--- src/rtl/inst_fetch_sequencer_if.sv ---
// Fetch-side handshake and byte-wide instruction memory port of the fetch sequencer.
// The slave modport is the sequencer's view. The master modport is the environment: the IF stage plus the memory.
interface inst_fetch_sequencer_if;
  logic        req;
  logic [31:0] addr;
  logic        ready;
  logic        flush;
  logic        valid;
  logic [31:0] inst;
  logic        ack;
  logic        mem_rd;
  logic [31:0] mem_addr;
  logic [7:0]  mem_rdata;

  modport slave (
    input  req, addr, flush, ack, mem_rdata,
    output ready, valid, inst, mem_rd, mem_addr
  );

  modport master (
    output req, addr, flush, ack, mem_rdata,
    input  ready, valid, inst, mem_rd, mem_addr
  );
endinterface

--- src/rtl/inst_fetch_sequencer.sv ---
// Issues four pipelined byte reads for a 32-bit fetch and assembles the word big-endian.
// Fetches whose last byte falls past the end of memory return NOP_WORD without issuing any read.
module inst_fetch_sequencer #(
  parameter int unsigned MEM_BYTES = 188,
  parameter int unsigned MEM_LAT   = 1,
  parameter logic [31:0] NOP_WORD  = 32'hE000_0000
) (
  input  logic                   clk,
  input  logic                   rst,
  inst_fetch_sequencer_if.slave  bus,
  output logic [1:0]             state_o
);
  // Handshakes: req is accepted on an edge where req && ready. inst is
  // consumed on an edge where valid && ack. flush overrides both.
  typedef enum logic [1:0] {IDLE = 2'd0, ISSUE = 2'd1, WAIT = 2'd2, HOLD = 2'd3} state_e;

  localparam logic [31:0] LAST_BASE = 32'(MEM_BYTES - 4);

  state_e              state_q, state_d;
  logic [31:0]         base_q, base_d;
  logic [1:0]          issue_cnt_q, issue_cnt_d;
  logic [1:0]          rx_cnt_q, rx_cnt_d;
  logic [MEM_LAT-1:0]  track_q, track_d;
  logic [31:0]         inst_q, inst_d;
  logic                valid_q, valid_d;
  logic                mem_rd_q, mem_rd_d;
  logic [31:0]         mem_addr_q, mem_addr_d;
  logic                accept;
  logic                byte_ret;

  assign bus.ready    = (state_q == IDLE) && !bus.flush;
  assign accept       = bus.req && bus.ready;
  assign byte_ret     = track_q[MEM_LAT-1];
  assign bus.valid    = valid_q;
  assign bus.inst     = inst_q;
  assign bus.mem_rd   = mem_rd_q;
  assign bus.mem_addr = mem_addr_q;
  assign state_o      = state_q;

  always_comb begin
    state_d     = state_q;
    base_d      = base_q;
    issue_cnt_d = issue_cnt_q;
    rx_cnt_d    = rx_cnt_q;
    inst_d      = inst_q;
    valid_d     = valid_q;
    mem_rd_d    = 1'b0;
    mem_addr_d  = mem_addr_q;
    // The tracker mirrors the memory pipeline, so a byte is taken exactly when its strobe emerges.
    track_d[0]  = mem_rd_q;
    for (int i = 1; i < int'(MEM_LAT); i++) track_d[i] = track_q[i-1];

    if (bus.flush) begin
      state_d = IDLE;
      valid_d = 1'b0;
      track_d = '0;
    end else begin
      unique case (state_q)
        IDLE: begin
          if (accept) begin
            base_d      = bus.addr;
            issue_cnt_d = 2'd0;
            rx_cnt_d    = 2'd0;
            if (bus.addr > LAST_BASE) begin
              inst_d  = NOP_WORD;
              valid_d = 1'b1;
              state_d = HOLD;
            end else begin
              mem_rd_d    = 1'b1;
              mem_addr_d  = bus.addr;
              issue_cnt_d = 2'd1;
              state_d     = ISSUE;
            end
          end
        end
        ISSUE: begin
          // issue_cnt wraps to 0 once base+3 has been presented.
          if (issue_cnt_q != 2'd0) begin
            mem_rd_d    = 1'b1;
            mem_addr_d  = base_q + 32'(issue_cnt_q);
            issue_cnt_d = issue_cnt_q + 2'd1;
          end else begin
            state_d = WAIT;
          end
        end
        WAIT: ;
        HOLD: begin
          if (bus.ack) begin
            valid_d = 1'b0;
            state_d = IDLE;
          end
        end
      endcase

      if (byte_ret && (state_q == ISSUE || state_q == WAIT)) begin
        case (rx_cnt_q)
          2'd0: inst_d[31:24] = bus.mem_rdata;
          2'd1: inst_d[23:16] = bus.mem_rdata;
          2'd2: inst_d[15:8]  = bus.mem_rdata;
          2'd3: inst_d[7:0]   = bus.mem_rdata;
        endcase
        rx_cnt_d = rx_cnt_q + 2'd1;
        if (rx_cnt_q == 2'd3) begin
          valid_d = 1'b1;
          state_d = HOLD;
        end
      end
    end
  end

  always_ff @(posedge clk) begin
    if (rst) begin
      state_q     <= IDLE;
      base_q      <= '0;
      issue_cnt_q <= '0;
      rx_cnt_q    <= '0;
      track_q     <= '0;
      inst_q      <= '0;
      valid_q     <= 1'b0;
      mem_rd_q    <= 1'b0;
      mem_addr_q  <= '0;
    end else begin
      state_q     <= state_d;
      base_q      <= base_d;
      issue_cnt_q <= issue_cnt_d;
      rx_cnt_q    <= rx_cnt_d;
      track_q     <= track_d;
      inst_q      <= inst_d;
      valid_q     <= valid_d;
      mem_rd_q    <= mem_rd_d;
      mem_addr_q  <= mem_addr_d;
    end
  end
endmodule

--- src/flat_wrapper.sv ---
// flat-port wrapper written by rule: the top's interface ports become plain ports
module inst_fetch_sequencer_flat 
#(
  parameter int unsigned MEM_BYTES = 188,
  parameter int unsigned MEM_LAT   = 1,
  parameter logic [31:0] NOP_WORD  = 32'hE000_0000
)
  (clk, rst, state_o, bus_req, bus_addr, bus_flush, bus_ack, bus_mem_rdata, bus_ready, bus_valid, bus_inst, bus_mem_rd, bus_mem_addr);
  inst_fetch_sequencer_if bus_i ();
  input  logic clk;
  input  logic rst;
  output logic [1:0] state_o;
  input wire logic [$bits(bus_i.req)-1:0] bus_req;
  input wire logic [$bits(bus_i.addr)-1:0] bus_addr;
  input wire logic [$bits(bus_i.flush)-1:0] bus_flush;
  input wire logic [$bits(bus_i.ack)-1:0] bus_ack;
  input wire logic [$bits(bus_i.mem_rdata)-1:0] bus_mem_rdata;
  output wire logic [$bits(bus_i.ready)-1:0] bus_ready;
  output wire logic [$bits(bus_i.valid)-1:0] bus_valid;
  output wire logic [$bits(bus_i.inst)-1:0] bus_inst;
  output wire logic [$bits(bus_i.mem_rd)-1:0] bus_mem_rd;
  output wire logic [$bits(bus_i.mem_addr)-1:0] bus_mem_addr;
  assign bus_i.req = bus_req;
  assign bus_i.addr = bus_addr;
  assign bus_i.flush = bus_flush;
  assign bus_i.ack = bus_ack;
  assign bus_i.mem_rdata = bus_mem_rdata;
  assign bus_ready = bus_i.ready;
  assign bus_valid = bus_i.valid;
  assign bus_inst = bus_i.inst;
  assign bus_mem_rd = bus_i.mem_rd;
  assign bus_mem_addr = bus_i.mem_addr;
  inst_fetch_sequencer #(.MEM_BYTES(MEM_BYTES), .MEM_LAT(MEM_LAT), .NOP_WORD(NOP_WORD)) u_core (.clk(clk), .rst(rst), .bus(bus_i), .state_o(state_o));
endmodule
--- config.mk ---
export PLATFORM = sky130hd
export DESIGN_NAME = inst_fetch_sequencer_flat
export DESIGN_NICKNAME = d
export VERILOG_FILES = /design/src/rtl/inst_fetch_sequencer_if.sv /design/src/rtl/inst_fetch_sequencer.sv /design/src/flat_wrapper.sv
export SDC_FILE = /design/constraint.sdc
export NUM_CORES = 1
export LEC_CHECK = 0
export ABC_AREA = 1
export ABC_CLOCK_PERIOD_IN_PS = 4000
export BUFFER_PORTS_ARGS = -buffer_cell sky130_fd_sc_hd__buf_2
export CORE_UTILIZATION = 55
export CTS_CLUSTER_DIAMETER = 30
export DETAILED_ROUTE_END_ITERATION = 7
export HOLD_SLACK_MARGIN = 0.03
export MAX_ROUTING_LAYER = met4
export PLACE_DENSITY_LB_ADDON = 0.25
export SLEW_MARGIN = 10
export SYNTH_ARGS = -nofsm -noshare
export SYNTH_HDL_FRONTEND = slang
export SYNTH_SLANG_ARGS = --single-unit
--- constraint.sdc ---
create_clock -name clk -period 4 [get_ports clk]
set_clock_uncertainty 0.2 [all_clocks]
set_input_delay 0.2 -clock clk [delete_from_list [all_inputs] [get_ports clk]]
set_output_delay 0.2 -clock clk [all_outputs]
set_load 0.02 [all_outputs]
Yosys cells after proc, flatten, opt, wreduce, memory -nomap -nowiden
Index checks and enable logic that the tools add are counted.
W data, S select, Z words.
{ "op_classes": {"n_addsub": 3, "n_mux": 36, "magnitude_cmp": 1, "n_reduce_logical": 16, "n_bitwise": 1, "n_eq_ne": 9} }
{ "ops": {"columns": ["cell", "count"], "rows": [
  ["$mux W32", 7],
  ["$pmux W32 S2", 1],
  ["$add A32 B2 Y32", 1],
  ["$gt A32 B8 Y1 const B", 1],
  ["$mux W8", 4],
  ["$mux W2", 11],
  ["$mux W1", 9],
  ["$eq A2 B2 Y1 const B", 4],
  ["$reduce_bool A2 Y1", 4],
  ["$pmux W2 S3", 1],
  ["$reduce_and A3 Y1", 2],
  ["$reduce_and A5 Y1", 1],
  ["$add A2 B1 Y2 const B", 2],
  ["$eq A2 B1 Y1 const B", 2],
  ["$logic_not A2 Y1", 2],
  ["$ne A2 B1 Y1 const B", 2],
  ["$pmux W1 S2", 2],
  ["$pmux W2 S2", 1],
  ["$reduce_and A4 Y1", 1],
  ["$logic_and A1 B1 Y1", 3],
  ["$ne A2 B2 Y1 const B", 1],
  ["$reduce_or A2 Y1", 1],
  ["$logic_not A1 Y1", 1],
  ["$logic_or A1 B1 Y1", 1],
  ["$not A1 Y1", 1]
]} }
{ "totals": {"ff_bits": 105, "word_cells": 75, "out_inout_bits": 69, "input_bits": 45} }

Logic depth before layout (Yosys ltp)
Gate-level depths: netlist of the first run.
{ "depth": {"word_depth": 7, "mapped_depth": 13, "ltp_nobuf": 13} }

Worst setup path after synthesis of the first run
Ideal clock, no wire load.
{ "synth_path": {"path_type": "reg2reg", "startpoint": "register u_core.state_q[0] (netlist: u_core.state_o[0])", "endpoint": "register u_core.state_q[1] (netlist: u_core.state_o[1])", "setup_ns": 0.119, "arrival_ns": 1.872, "synth_period_minus_slack_ns": 2.191, "stages_incl_launch_ff": 12, "required_time_ns": 3.681, "path_buffers": 0, "setup_slack_ns": 1.809, "cell_sequence": "dfxtp_1 > inv_1 > ha_1 > inv_1 > nor2_1 > nand2_2 > inv_2 > o21ai_0 > a21oi_1 > nand2_1 > a21oi_1 > nor2_1"} }
{ "synth_via": {"elab_chain_cells": 7, "elab_cells_between_ends": 12, "cone_classes": "eq/ne: 3; mux: 4; reduce/logical: 5"} }
{ "synth_lines": {"columns": ["item", "line_no", "rtl"], "rows": [
  ["from (decl)", "inst_fetch_sequencer.sv:19", "state_e state_q, state_d;"],
  ["from (signal assigned)", "inst_fetch_sequencer.sv:123", "state_q <= state_d;"],
  ["$logic_not A2 Y1 (*)", "inst_fetch_sequencer.sv:31", "assign bus.ready = (state_q == IDLE) && !bus.flush;"],
  ["$logic_and A1 B1 Y1 (*)", "inst_fetch_sequencer.sv:31", null],
  ["via bus_ready", "flat_wrapper.sv:18", "output wire logic [$bits(bus_i.ready)-1:0] bus_ready;"],
  ["$logic_and A1 B1 Y1 (*)", "inst_fetch_sequencer.sv:32", "assign accept = bus.req && bus.ready;"],
  ["$mux W2 (*)", "inst_fetch_sequencer.sv:60", "if (accept) begin"],
  ["$pmux W2 S3 (*)", "inst_fetch_sequencer.sv:58", "unique case (state_q)"],
  ["$mux W2", "inst_fetch_sequencer.sv:103", "if (rx_cnt_q == 2'd3) begin"],
  ["$mux W2 (*)", "inst_fetch_sequencer.sv:95", "if (byte_ret && (state_q == ISSUE || state_q == WAIT)) begin"]
]} }
Mark *: on every way through the listed nets, which the timed path passes. The rest lies on a longest branch.
A chain may end at the register's enable or synchronous reset.

Worst setup path after layout of the first run
{ "layout_path": {"startpoint": "register u_core.state_q[1] (netlist: u_core.state_o[1])", "endpoint": "register u_core.mem_addr_q[0] (netlist: u_core.bus.mem_addr[0])"} }
{ "layout_via": {"elab_chain_cells": 5, "elab_cells_between_ends": 10, "cone_classes": "eq/ne: 4; mux: 1; reduce/logical: 5"} }
{ "layout_lines": {"columns": ["item", "line_no", "rtl"], "rows": [
  ["$logic_not A2 Y1", "inst_fetch_sequencer.sv:31, inst_fetch_sequencer.sv:58", null],
  ["$logic_and A1 B1 Y1", "inst_fetch_sequencer.sv:31", null],
  ["$logic_and A1 B1 Y1", "inst_fetch_sequencer.sv:32", null],
  ["$ne A2 B1 Y1 (no source line)", null, null],
  ["$reduce_and A5 Y1 (no source line)", null, null],
  ["to (signal assigned)", "inst_fetch_sequencer.sv:131", "mem_addr_q <= mem_addr_d;"],
  ["to (decl)", "inst_fetch_sequencer.sv:27", "logic [31:0] mem_addr_q, mem_addr_d;"]
]} }
Several ways; a longest one is shown, not always the timed one.

==> metrics.txt, run 1 <==
run status=complete, no violations; RePlAce Congestion=1.02; post-layout min period=2.86 ns; final-stage net count=1034; Placed Instance Area=6030 µm²; DIE WIDTH=roughly 100 µm; CP top delay family=simple AND/OR/NAND/NOR gates; crit end category=register; worst path buffer plus inverter count=1; fin cells=1111; Syn-to-layout area delta=21.8%; Crit Path Category=reg -> reg; Synth Register Bits=105; Net Count, Synth=906; ANT cells=0; Tcrit/Tclk final=0.714; WP data required=4.09 ns; setup slack, reg-to-reg=1.14 ns; RSZ-0062 raised after global routing=no; post-synthesis async set-or-reset flop share=0; Critical Path AT=2.94 ns; post-CTS setup buffers=0; final instance area=6640 µm²; area share of the largest cell type after synthesis=0.386; Final Power=2.21 mW; IO buf count=between 100 and 150; Die Y=102 µm; CTS Buf Count=9; clk sink count=about 110; Pre-Repair DR Iteration Count=5; DP HPWL=11.1 mm; Worst slew margin=0.277; count leader, synth=nand2_1; IO Pins=114; Synth area leaders=dfxtp_1, nand2_1, a21oi_1, o21ai_0, nor2_1; Cell variety after synth=27; ys flop type=dfxtp_1; Crit Path Max Fanout=33; leakage=between 2 and 3 nW; Mean Syn Cell Area=about 6.4 µm²; Die Area=10300 µm²; H-tree depth=3; initial antenna violation count=0; first-pass GRT wire length=around 26 mm; post-synthesis instance total=849; Post-DRT Antenna Nets=0; Initial Utilization=0.579; post-synthesis sequential area ratio=0.386; crit path cell chain=inv_1 > ha_1 > o21ai_0 > nor3_2 > nand2_1 > o21ai_0 > nor2_1; Slowest Stage Delay on Critical Path=0.66 ns; num rows=35; most frequent CP cell=o21ai_0; core area=9420 µm²; EDFF count, synth=0; FMAX=about 350 MHz; CTS tree=yes; via count=5993; total congestion overflow=0; vias in the first global route=about 5600; Setup Viol. Count Final=0; CP max-delay cell=nand2_1; synth cell count leaders=nand2_1, a21oi_1, nor2_1, dfxtp_1, o21ai_0; Max Cap Viol=0; Hold Vio Cnt, Final=0; Final Max Slew Viols=0; largest net degree at the start of global routing=61; dominant cell type by area after synthesis=dfxtp_1; Cell Area, Synth=5450 µm²; layout cells sized above 1=0.144; GRT Util Overall=0.338; wire per inst=approximately 15 µm; clk slew on worst S/H paths=0.11 ns; Clock Path Buffers=2; Setup crit start kind=register; Clock Latency Late Sink=0.39 ns; DR iter-0 viols=282; Hold WC Path Type=in -> reg; Setup TNS=0 ns; maximum VDD drop=between 0.2 and 0.25 mV; Worst Tran Pin Value=1.08 ns; routed wire length=between 15 and 20 mm; placed cell count=1055; Root Buffer=clkbuf_8; post-cts sizing count=0; via/cell ratio=5.39; DRC viols=0; number of synthesis warnings=0; pwr dens=333 nW/µm²
through the flow:
stage | setup slack [ns] | hold WS [ns] | utilization
2_1_floorplan | 1.81 | 0.0785 | -
3_3_place_gp | 1.23 | 0.222 | 0.640
3_5_place_dp | 1.17 | 0.214 | 0.640
4_1_cts | 1.14 | 0.0475 | 0.705
5_1_grt | 0.789 | 0.0591 | 0.705
6_report | 1.14 | 0.0561 | 0.705
cell usage in the layout, fill, tap and decap left out, drive strengths merged, types with 2 or more instances in the layout:
cell / n
nor3: 4
dlygate4sd3: 40
nand3: 54
clkinv: 3
o21ai: 91
clkbuf: 10
xor2: 6
ha: 11
buf: 117
a21oi: 123
a211oi: 2
inv: 70
dfxtp: 105
nand2: 222
nor2: 116
a31oi: 2
worst paths after layout:
kind,start,endpoint,cells after the start
max reg2reg,u_core.state_o[1],u_core.bus.mem_addr[0],7
min reg2reg,u_core.bus.mem_rd,u_core.byte_ret,2
min,bus_req,u_core.base_q[0],5
max,u_core.state_o[1],u_core.bus.mem_addr[0],7
tightest hold or removal path: stages:
cell	delay (ns)
buf_2	0.12
nand2_2	0.07
inv_2	0.09
nand2_1	0.07
a21oi_1	0.05
power breakdown:
part           switching, mW  internal [mW]  total, mW  leakage (nW)
sequential            0.0480           1.10       1.15         0.859
clock                  0.393          0.314      0.707         0.109
combinational          0.223          0.133      0.356          1.98
cell type report:
type,count,area [µm²]
Sequential cell,105,2100
Clock inverter,6,72.6
Clock buffer,10,138
Tap cell,129,161
Multi-Input combinational cell,636,2910
Timing Repair Buffer,157,996
Fill cell,829,2780
Inverter,68,255
flip-flops by register name, indices dropped and copies added (netlist names):
signal	cells
u_core.base_q	32
u_core.bus.inst	32
u_core.bus.mem_addr	32
u_core.issue_cnt_q	2
u_core.rx_cnt_q	2
u_core.state_o	2
u_core.bus.mem_rd	1
u_core.bus.valid	1
u_core.byte_ret	1
metal layers:
| metal | global-route usage | wire [µm] | up-vias |
|---|---|---|---|
| li1 | - | - | 3009 |
| met1 | 0.370 | 6400 | 2668 |
| met2 | 0.574 | 7900 | 242 |
| met3 | 0.0621 | 956 | 74 |
| met4 | 0.194 | 854 | 0 |
| met5 | - | 0 | - |
cells by family after synthesis:
group                    synth area share
flip-flops                          0.386
AO/OA/AOI/OAI                       0.205
XOR/XNOR                          0.00964
AND/OR/NAND/NOR                     0.291
buffers and inverters              0.0797
adder cells (fa/ha/maj)            0.0289
repair_timing:
action	4_1_cts	5_1_grt
hold buffers	40	0
endpoints found under the setup margin	0	0
hold endpoints to repair	72	0
Power figures use the tool's default switching activity.
==> run 2, diff against run 1 <==
--- a/config.mk
+++ b/config.mk
@@ -6,9 +6,9 @@
 export NUM_CORES = 1
 export LEC_CHECK = 0
 export ABC_AREA = 1
-export ABC_CLOCK_PERIOD_IN_PS = 4000
+export ABC_CLOCK_PERIOD_IN_PS = 2400
 export BUFFER_PORTS_ARGS = -buffer_cell sky130_fd_sc_hd__buf_2
-export CORE_UTILIZATION = 55
+export CORE_UTILIZATION = 50
 export CTS_CLUSTER_DIAMETER = 30
 export DETAILED_ROUTE_END_ITERATION = 7
 export HOLD_SLACK_MARGIN = 0.03
==> constraint.sdc (replaced) <==
create_clock -name clk -period 2.4 [get_ports clk]
set_clock_uncertainty 0.2 [all_clocks]
set_input_delay 0.12 -clock clk [delete_from_list [all_inputs] [get_ports clk]]
set_output_delay 0.12 -clock clk [all_outputs]
set_load 0.02 [all_outputs]
==> run 2 against run 1 <==
  * Combinational power increased by 75%
  * Sequential share of layout area fell by 1.0 points
  * Critical path depth grew 2
  * Global-route usage is 3.0 points lower
  * Via count grew 0.62%
  * Register-to-register slack lost 0.95 ns
  * Setup slack got worse by 0.95 ns
  * Clock power up 56%
  * Fmax up 29%
  * Power rose by 65%
  * Highest routed layer unchanged
==> metrics.txt, run 2 (same netlist as run 1, synthesis figures left out) <==
Clock Latency Late Sink=0.38 ns (about the same); RSZ-0062 raised after global routing=no; DRC viols=0 (unchanged); Layout Utilization=0.657 (-0.0486); Critical Path AT=2.27 ns (-0.67 ns); Pre-Repair DR Iteration Count=5 (unchanged); CTS tree=yes; maximum VDD drop=0.268 mV (+15%); run status=complete, no violations; largest net degree at the start of global routing=77 (+26%); total congestion overflow=0 (unchanged); clk slew on worst S/H paths=0.10 ns (about the same); RePlAce Congestion=1.00 (-1.3%); Die Y=106 µm (+4.8%); Worst Tran Pin Value=0.760 ns (-0.322 ns); ANT cells=0 (unchanged); Initial Utilization=0.521 (-0.0579); Setup TNS=0 ns (unchanged); initial antenna violation count=0 (unchanged); clk sink count=105 (unchanged); Hold Vio Cnt, Final=0 (unchanged); crit path cell chain=inv_1 > ha_2 > inv_1 > nor2_1 > nand2_2 > buf_12 > nand2_1 > a21oi_1 > dlygate4sd3_1; IO buf count=113 (unchanged); Post-DRT Antenna Nets=0 (unchanged); Final WS setup=0.192 ns (-0.952 ns); Syn-to-layout area delta=26.0%; most common cell after layout, fill and taps aside=nand2_1; via/cell ratio=5.30 (-1.7%); commonest cells after routing, fill and taps aside=nand2_1, a21oi_1, nor2_1, buf_2, dfxtp_1; Final Max Slew Viols=0 (unchanged); CP top delay family=buffers and inverters; hold depth=6 (+1); H-tree depth=3 (unchanged); DIE WIDTH=106 µm (+4.8%); Worst slew margin=0.493 (+0.216); Setup crit start kind=register; IO Pins=114 (unchanged); Crit Path Max Fanout=41 (+24%); leakage=3.05 nW (+3.6%); FF-to-FF path depth=9 (+2); layout cells sized above 1=0.160 (+0.0163); worst path buffer plus inverter count=4 (+3); WP data required=2.47 ns (-1.62 ns); DP HPWL=11.6 mm (+4.1%); Root Buffer=clkbuf_8; area of the multi-input gates=2930 µm² (+0.52%); final-stage net count=1053 (+1.8%); Crit Path Category=reg -> reg; Clock Path Buffers=2 (unchanged); Slowest Stage Delay on Critical Path=0.56 ns (-0.10 ns); dpl ws=0.145 ns (-1.03 ns); Hold WC Path Type=in -> reg; Max Cap Viol=0 (unchanged); pwr dens=530 nW/µm² (+59%); CP max-delay cell=dlygate4sd3_1; setup slack, reg-to-reg=0.19 ns (-0.95 ns); first-pass GRT wire length=26.8 mm (+3.0%); Setup Viol. Count Final=0 (unchanged); WHS=0.0329 ns (-0.0232 ns); Tcrit/Tclk final=0.920 (+0.206); fill count=975 (+18%); Die Area=11300 µm² (+9.8%); vias in the first global route=5701 (+2.1%); GRT Util Overall=0.308 (-0.0298); Reg area=2100 µm² (+0.12%); crit end category=register; FMAX=453 MHz (+29%); wire per inst=14.3 µm (-1.3%); via count=6030 (+0.62%); core area=10500 µm² (+11%); DR iter-0 viols=351 (+24%); num rows=37 (+5.7%); post-layout min period=2.21 ns (-0.648 ns); most frequent CP cell=inv_1; routed wire length=16.3 mm (+1.0%); Worst path depth=9 (+2); CTS Buf Count=9 (unchanged)
run 2: final cells by class:
class | instances | share of cell area
inverters | 68 | 0.0375
clock inverters | 7 | 0.00984
clock buffers | 9 | 0.0180
well taps | 136 | 0.0248
flip-flops and latches | 105 | 0.306
repair buffers | 176 | 0.177
multi-input cells | 636 | 0.426
run 2: what timing repair did:
action                                 CTS  global route
resized for setup                        0             8
buffers inserted                         0             0
hold buffers                            45             1
setup endpoints to repair                0            23
endpoints found under the hold margin   86             1
run 2: stage by stage:
stage / total power, mW / instance area (µm²) / instances
after floorplan: 2.29 / 5450 / 849
after global placement: 2.51 / 6200 / 1075
after global routing: 3.80 / 6870 / 1137
final: 3.64 / 6870 / 1137
after CTS: 3.63 / 6840 / 1136
after detailed placement: 2.51 / 6200 / 1075
run 2: report_power, final:
group / leakage, nW / internal (mW) / switching (mW)
Clock: 0.0993 / 0.406 / 0.696
Sequential: 0.860 / 1.83 / 0.0818
Combinational: 2.09 / 0.247 / 0.377
run 2: per-layer routing:
metal  wire [µm]  GRT usage  vias to the layer above
li1            -          -                     3059
met4         739      0.160                        0
met2        7990      0.528                      214
met3         969     0.0411                       52
met1        6580      0.350                     2705
met5           0          -                        -
run 2: final timing paths:
kind                                     endpoint              start
worst min-delay path            u_core.state_o[0]            bus_ack
worst max-delay path            u_core.base_q[15]  u_core.state_o[1]
worst max register to register  u_core.base_q[15]  u_core.state_o[1]
worst min register to register    u_core.byte_ret  u_core.bus.mem_rd
run 2: tightest hold or removal path: stages:
cell and delay (ns):
buf_2 0.08, nor2_1 0.05, o21ai_0 0.16, nand3_1 0.08, nand2_1 0.06, inv_1 0.03
